[src/rtl/pipeline_stall_controller.sv]
// pipeline_stall_controller
// Central hazard/stall sequencer for the five-stage pipeline. It owns the
// SRAM access FSM and merges memory stalls, taken branches and RAW hazards
// into freeze / bubble / flush controls. It also keeps saturating
// performance counters for stalled and flushed cycles.
// The control outputs are combinational and are gated to 0 while reset is
// held, so the pipeline never sees a stray strobe during reset.
module pipeline_stall_controller #(
  parameter int REGFILE_ADDRESS_LEN = 4,
  parameter int WAIT_CYCLES         = 3,
  parameter int FORWARDING_EN       = 1,
  parameter int CNT_LEN             = 16
) (
  input  logic                           clk,
  input  logic                           rst,
  input  logic [REGFILE_ADDRESS_LEN-1:0] id_src1,
  input  logic [REGFILE_ADDRESS_LEN-1:0] id_src2,
  input  logic                           id_two_src,
  input  logic [REGFILE_ADDRESS_LEN-1:0] exe_dest,
  input  logic                           exe_wb_en,
  input  logic                           exe_mem_read,
  input  logic [REGFILE_ADDRESS_LEN-1:0] mem_dest,
  input  logic                           mem_wb_en,
  input  logic                           mem_req,
  input  logic                           branch_taken,
  output logic                           freeze,
  output logic                           id_bubble,
  output logic                           flush,
  output logic                           mem_stall,
  output logic                           sram_start,
  output logic                           mem_done,
  output logic [CNT_LEN-1:0]             stall_count,
  output logic [CNT_LEN-1:0]             flush_count
);

  typedef enum logic [1:0] {
    IDLE   = 2'd0,
    ACCESS = 2'd1,
    DONE   = 2'd2
  } state_t;

  // Last value of the wait counter before the access completes.
  localparam logic [3:0] WAIT_LAST = 4'(WAIT_CYCLES - 1);
  localparam logic [CNT_LEN-1:0] CNT_MAX = {CNT_LEN{1'b1}};
  localparam logic [CNT_LEN-1:0] CNT_ONE = {{(CNT_LEN-1){1'b0}}, 1'b1};

  state_t     state_r;
  state_t     state_next_s;
  logic [3:0] wait_cnt_r;
  logic [3:0] wait_cnt_next_s;

  logic stall_raw_s;
  logic start_raw_s;
  logic done_raw_s;
  logic exe_match_s;
  logic mem_match_s;
  logic raw_hazard_s;
  logic mem_stall_s;
  logic flush_s;
  logic bubble_s;
  logic freeze_s;

  // SRAM FSM state and wait counter registers.
  always_ff @(posedge clk or negedge rst) begin
    if (!rst) begin
      state_r    <= IDLE;
      wait_cnt_r <= 4'd0;
    end else begin
      state_r    <= state_next_s;
      wait_cnt_r <= wait_cnt_next_s;
    end
  end

  // SRAM FSM next-state and raw (ungated) strobes.
  always_comb begin
    state_next_s    = state_r;
    wait_cnt_next_s = wait_cnt_r;
    stall_raw_s     = 1'b0;
    start_raw_s     = 1'b0;
    done_raw_s      = 1'b0;
    case (state_r)
      IDLE: begin
        if (mem_req) begin
          stall_raw_s     = 1'b1;
          start_raw_s     = 1'b1;
          wait_cnt_next_s = 4'd0;
          state_next_s    = ACCESS;
        end else begin
          state_next_s    = IDLE;
        end
      end
      ACCESS: begin
        stall_raw_s     = 1'b1;
        wait_cnt_next_s = wait_cnt_r + 4'd1;
        if (wait_cnt_r == WAIT_LAST) begin
          state_next_s = DONE;
        end else begin
          state_next_s = ACCESS;
        end
      end
      DONE: begin
        done_raw_s   = 1'b1;
        state_next_s = IDLE;
      end
      default: begin
        state_next_s = IDLE;
      end
    endcase
  end

  // RAW hazard detection between ID sources and later-stage destinations.
  always_comb begin
    exe_match_s = (id_src1 == exe_dest) || (id_two_src && (id_src2 == exe_dest));
    mem_match_s = (id_src1 == mem_dest) || (id_two_src && (id_src2 == mem_dest));
    if (FORWARDING_EN != 0) begin
      // With forwarding only a load in EXE cannot supply its result in time.
      raw_hazard_s = exe_match_s && exe_wb_en && exe_mem_read;
    end else begin
      raw_hazard_s = (exe_match_s && exe_wb_en) || (mem_match_s && mem_wb_en);
    end
  end

  // Priority merge: memory stall over flush over hazard bubble, all held low in reset.
  always_comb begin
    mem_stall_s = stall_raw_s && rst;
    flush_s     = branch_taken && !stall_raw_s && rst;
    bubble_s    = raw_hazard_s && !stall_raw_s && !flush_s && rst;
    freeze_s    = mem_stall_s || bubble_s;
  end

  assign mem_stall  = mem_stall_s;
  assign flush      = flush_s;
  assign id_bubble  = bubble_s;
  assign freeze     = freeze_s;
  assign sram_start = start_raw_s && rst;
  assign mem_done   = done_raw_s && rst;

  // Saturating count of frozen cycles.
  always_ff @(posedge clk or negedge rst) begin
    if (!rst) begin
      stall_count <= {CNT_LEN{1'b0}};
    end else if (freeze_s && (stall_count != CNT_MAX)) begin
      stall_count <= stall_count + CNT_ONE;
    end
  end

  // Saturating count of flushed cycles.
  always_ff @(posedge clk or negedge rst) begin
    if (!rst) begin
      flush_count <= {CNT_LEN{1'b0}};
    end else if (flush_s && (flush_count != CNT_MAX)) begin
      flush_count <= flush_count + CNT_ONE;
    end
  end

endmodule

[config.mk]
export PLATFORM = sky130hd
export DESIGN_NAME = pipeline_stall_controller
export DESIGN_NICKNAME = d
export VERILOG_FILES = /design/src/rtl/pipeline_stall_controller.sv
export SDC_FILE = /design/constraint.sdc
export NUM_CORES = 1
export LEC_CHECK = 0
export ABC_AREA = 1
export CAP_MARGIN = 20
export CORE_ASPECT_RATIO = 1.1
export CORE_MARGIN = 3
export CORE_UTILIZATION = 40
export DETAILED_ROUTE_END_ITERATION = 10
export GPL_TIMING_DRIVEN = 0
export PLACE_DENSITY = 0.77
export REMOVE_ABC_BUFFERS = 1
export SYNTH_ARGS = -nofsm -noshare
export SYNTH_HDL_FRONTEND = slang
export SYNTH_SLANG_ARGS = --single-unit
[constraint.sdc]
create_clock -name clk -period 2.7 [get_ports clk]
set_clock_uncertainty 0.2 [all_clocks]
set_input_delay 0.27 -clock clk [delete_from_list [all_inputs] [get_ports clk]]
set_output_delay 0.27 -clock clk [all_outputs]
set_load 0.05 [all_outputs]
==> flow_metrics.tcl, run 1 <==
set metrics [dict create \
    dp_cells 442 \
    overflow 0 \
    p_leak_nw 1.480 \
    clock_sinks 38 \
    fin_setup_tns_ps 0 \
    cpPeakStageDelay_ps 810 \
    die_h_um 86.13 \
    seq_area_um2 950.9 \
    synth_top_family_by_area "simple AND/OR/NAND/NOR gates" \
    dpl_worst_slack_ps -270.8 \
    ys.flop_type "dfrtp_1" \
    hp-class "in -> async" \
    outcome "complete, no violations" \
    die_x_um 78.85 \
    placed_area_um2 2962 \
    drtPass1Iterations 4 \
    synth-async-reset-ratio 1.000 \
    crit_chain "o21ai_4, nand3_2, inv_2, clkdlybuf4s50_1" \
    syn_area_per_cell_um2 7.412 \
    startpoint_type "register" \
    port_buffers 56 \
    path_max_fanout 7 \
    synth.largest_area_cell "dfrtp_1" \
    antennaDiodeCount 0 \
    cp.arrival_ps 2060 \
    crit_required_ps 2230 \
    hpwl_um 4139 \
    num_io_pins 62 \
    synth_edf_count 0 \
    synth_xor_area_frac 0.09003 \
    drc 0 \
    num-fill-cells 509 \
    reg2reg_setup_slack_ps 520 \
    crit_family "buffers and inverters" \
    p_per_area_nw_per_um2 637.4 \
    synth_compound_area_frac 0.03591 \
    post-synth-top-area-fraction 0.4073 \
    clockRootBuffer "clkbuf_8" \
    end_kind "output port" \
    min_period_ps 2534 \
    core-area_um2 5500 \
    cts_tree "built" \
    layout.cells.most_common_list "104 x nand2_1, 53 x clkdlybuf4s50_1, 39 x inv_1, 38 x dfrtp_1, 27 x nand3_1" \
    final_nets 405 \
    clk_latency_ps 290 \
    multi_input_area_um2 1191 \
    antenna_found_initial 0 \
    crit_type "reg -> out" \
    drive_gt1_frac 0.06897 \
    min_period_over_period 0.9384 \
    rsz0062_at_grt "no" \
    setup_viol 0 \
    mostFrequentLayoutCell "nand2_1" \
    syn_inst 315 \
    vias 2146 \
    grt.total_usage 0.1714 \
    fmax_ghz 0.3947 \
    yosysWarnings 0 \
    seq_area_frac_synth 0.4073 \
    design_area_um2 3075 \
    start_util 0.4245 \
    muxShareOfSynthArea 0 \
    ys_types 25 \
    synth_fa_ha_area_frac 0.02144 \
    drtAntennaViolNets 0 \
    vdd_ir_drop_max_v 0.0004224 \
    synth_area_um2 2335 \
    setup_ws_ps 166.4 \
    wirelength_um 5442 \
    grt_pass1_vias 2226 \
    slew_viol_final 0 \
    yosys.area_share.simple 0.3628 \
    worst_pin_slew_ps 527.8 \
    vias_per_cell 4.748 \
    maxSlewHeadroom 0.6470 \
    fin_cells 452 \
    drv_cap 0 \
    syn_to_final_growth_pct 31.73 \
    cp_num_buf_inv 2 \
    gp_congestion 0.8443 \
    hold_slack_ps 237.0 \
    synth_seq_cells 38 \
    wl_per_cell_um 12.04 \
    grt_max_degree 33 \
    synth_area_leaders "dfrtp_1 41%, nand2_1 17%, inv_1 6.3%" \
    drtIter0Drc 78 \
    clk_pin_slew_ps 70 \
    clock_path_buffers 2 \
    postCtsSetupBuffers 0 \
    htreeDepth 2 \
    dieArea_um2 6791 \
    rows 28 \
    hold_violations 0 \
    cp_slowest_cell "clkdlybuf4s50_1" \
    cts_buffers 5 \
    grt_pass1_wl_um 9439 \
]
## cell families (layout without fill, tap and decap cells)
kind of cell / count (synthesis) / in the layout
compound gates: 14 / 14
flops: 38 / 38
xor+xnor: 24 / 24
simple gates: 190 / 190
fa+ha+maj: 4 / 4
buf+inv: 45 / 107
## synth_stat cells, drive strengths merged (5+ instances only)
cell,number
o21ai,7
xnor2,9
nor3,9
nor2,33
nand3,29
inv,40
a21oi,5
buf,5
nand2,110
nand4,7
xor2,15
dfrtp,38
## path summary, 6_finish.rpt
check                                from             end  depth (start not counted)
max                            state_r[0]           flush                          4
min                                   rst  stall_count[8]                          2
max reg2reg                stall_count[0]  stall_count[1]                          9
min reg2reg                 wait_cnt_r[2]   wait_cnt_r[2]                          1
max in group asynchronous             rst  flush_count[7]                          4
min in group clk            wait_cnt_r[2]   wait_cnt_r[2]                          1
## registers in the layout, summed over array words and instances (netlist names)
name	cells
stall_count	16
flush_count	16
wait_cnt_r	4
state_r	2
## what timing repair did
item,CTS,global route
endpoints found under the hold margin,38,0
cloned,0,0
endpoints found under the setup margin,1,2
pin swaps,0,0
resized for setup,1,3
hold buffers,3,0
## area by class of cell
| type | instances | area share |
|---|---|---|
| clock buffer | 7 | 0.02482 |
| inverter | 40 | 0.04882 |
| multi-input combinational | 232 | 0.3873 |
| sequential | 38 | 0.3092 |
| tap | 75 | 0.03051 |
| timing repair buffer | 60 | 0.1993 |
## metal layers
metal,wire (um),track usage,share of wire
met1,2456,0.1967,0.45
met2,2717,0.3151,0.50
met3,194,0.03887,0.036
met4,74,0.05313,0.014
met5,0,0,0
## power by group
group | internal [mW] | leakage, nW | switching, mW
Combinational | 0.275 | 0.936 | 0.521
Clock | 0.178 | 0.0383 | 0.195
Sequential | 0.668 | 0.506 | 0.124
## per-stage QoR
stage	power (mW)	utilization
after floorplan	1.318	-
after global placement	1.573	0.5357
after detailed placement	1.600	0.5384
after CTS	1.981	0.5594
after global routing	2.085	0.5591
final	1.960	0.5591
(Power assumes the default switching activity.)
==> inputs of run 2 (changes only) <==
==> constraint.sdc (replaced) <==
create_clock -name clk -period 2.8 [get_ports clk]
set_clock_uncertainty 0.2 [all_clocks]
set_input_delay 0.28 -clock clk [delete_from_list [all_inputs] [get_ports clk]]
set_output_delay 0.28 -clock clk [all_outputs]
set_load 0.05 [all_outputs]
==> flow_metrics.tcl, run 2 (synthesized netlist as in run 1, its figures left out) <==
set metrics [dict create \
    crit_chain "clkdlybuf4s50_1, inv_1, nand2_1, nand2_1, nor2_1, nand3_1, nand2_1, nand2_1, nand2_2, clkdlybuf4s15_1" \
    placed_area_um2 2962 \
    outcome "complete, no violations" \
    htreeDepth 2 \
    antenna_found_initial 0 \
    num_io_pins 62 \
    min_period_over_period 0.9507 \
    crit_required_ps 2320 \
    clkPwrFrac 0.190 \
    die_h_um 86.13 \
    clockRootBuffer "clkbuf_8" \
    maxSlewHeadroom 0.6470 \
    drv_cap 0 \
    vias 2148 \
    cp_slowest_cell "clkdlybuf4s15_1" \
    p_sw_frac 0.4275 \
    end_kind "output port" \
    path_max_fanout 23 \
    grt.total_usage 0.1714 \
    clk_latency_ps 290 \
    cts_tree "built" \
    postCtsSetupBuffers 0 \
    overflow 0 \
    die_x_um 78.85 \
    setup_viol 0 \
    total_power_mw 1.892 \
    final_util 0.5596 \
    mostFrequentLayoutCell "nand2_1" \
    grt_pass1_vias 2226 \
    rsz0062_at_grt "no" \
    cp.arrival_ps 2180 \
    cts_buffers 5 \
    wl_per_cell_um 12.00 \
    grt_max_degree 33 \
    p_switching_mw 0.8087 \
    crit_type "in -> out" \
    slew_viol_final 0 \
    design_area_um2 3078 \
    antennaDiodeCount 0 \
    top_regs "flush_count (16), stall_count (16), wait_cnt_r (4)" \
    clock_sinks 38 \
    min_period_ps 2662 \
    clock_path_buffers 2 \
    crit_top_cell "nand2_1" \
    syn_to_final_growth_pct 31.83 \
    drtIter0Drc 74 \
    cpPeakStageDelay_ps 560 \
    hold_violations 0 \
    combinationalPowerShare 0.407 \
    fmax_ghz 0.3756 \
    grt_pass1_wl_um 9439 \
    wirelength_um 5425 \
    gp_congestion 0.8443 \
    port_buffers 56 \
    core-area_um2 5500 \
    worstRegToRegCells 8 \
    drtAntennaViolNets 0 \
    p_per_area_nw_per_um2 614.6 \
    dp_cells 442 \
    vias_per_cell 4.752 \
    startpoint_type "primary input" \
    rows 28 \
    setup_ws_ps 137.9 \
    num-fill-cells 509 \
    worst_pin_slew_ps 527.8 \
    drc 0 \
    drive_gt1_frac 0.06631 \
    hpwl_um 4139 \
    final_nets 405 \
    start_util 0.4245 \
    fin_cells 452 \
    clk_pin_slew_ps 70 \
    drtPass1Iterations 4 \
    vdd_ir_drop_max_v 0.0004073 \
    dieArea_um2 6791 \
    intPower_mw 1.083 \
    layout.cells.most_common_list "104 x nand2_1, 54 x clkdlybuf4s50_1, 39 x inv_1, 38 x dfrtp_1, 27 x nand3_1" \
    hp-class "in -> async" \
    pwr-share-seq 0.403 \
    p_leak_nw 1.461 \
    dpl_worst_slack_ps -190.8 \
]
-- run 2: cell count changes in the layout (fill, tap and decap cells not counted) --
cell             previous run  this run
clkbuf_2                    1         0
clkdlybuf4s15_1             0         1
clkdlybuf4s50_1            53        54
dlymetal6s2s_1              1         0
-- run 2: final cells by class --
| cell class | count | area (um2) | area share |
|---|---|---|---|
| repair buffers | 60 | 615.6 | 0.2000 |
| inverters | 40 | 150.1 | 0.04878 |
| well taps | 75 | 93.84 | 0.03049 |
| flip-flops and latches | 38 | 950.9 | 0.3089 |
| clock buffers | 7 | 76.32 | 0.02480 |
| multi-input cells | 232 | 1191 | 0.3870 |
-- run 2: metrics by stage --
step,setup TNS [ps],hold WS (ps)
5_1_grt,0,269.5
4_1_cts,0,258.8
2_1_floorplan,0,-215.6
3_3_place_gp,-29010,286.9
3_5_place_dp,-190.8,-58.55
6_report,0,246.5
-- run 2: layer usage --
metal	GRT usage	up-vias	wire (um)	share of wire
met4	0.05313	0	74	0.014
li1	-	1105	-	-
met5	0	-	0	0
met2	0.3151	41	2711	0.50
met1	0.1967	994	2404	0.44
met3	0.03887	8	235	0.043
-- run 2: path summary, 6_finish.rpt --
kind / slack [ps] / from / endpoint
worst max-delay path: 140 / exe_dest[1] / freeze
worst min-delay path: 250 / rst / stall_count[8]
worst max register to register: 620 / state_r[0] / stall_count[1]
worst min register to register: 300 / wait_cnt_r[2] / wait_cnt_r[2]
max in group asynchronous: 1760 / rst / flush_count[7]
min in group clk: 300 / wait_cnt_r[2] / wait_cnt_r[2]
-- run 2: worst max-delay path, delay by kind of cell --
kind,cells,cell delay (ps)
buffers and inverters,3,1140
AND/OR/NAND/NOR,7,750
-- run 2: what timing repair did --
item / in CTS / in global routing
resized for setup: 1 / 1
endpoints found under the setup margin: 1 / 1
hold endpoints to repair: 38 / 0
hold buffers: 3 / 0
-- run 2: power by group through the flow --
stage	clock network (mW)	registers [mW]	logic (mW)
after floorplan	0	0.942	0.329
after global placement	0	0.765	0.752
after detailed placement	0	0.773	0.771
after CTS	0.372	0.762	0.776
after global routing	0.395	0.780	0.838
final	0.359	0.763	0.770
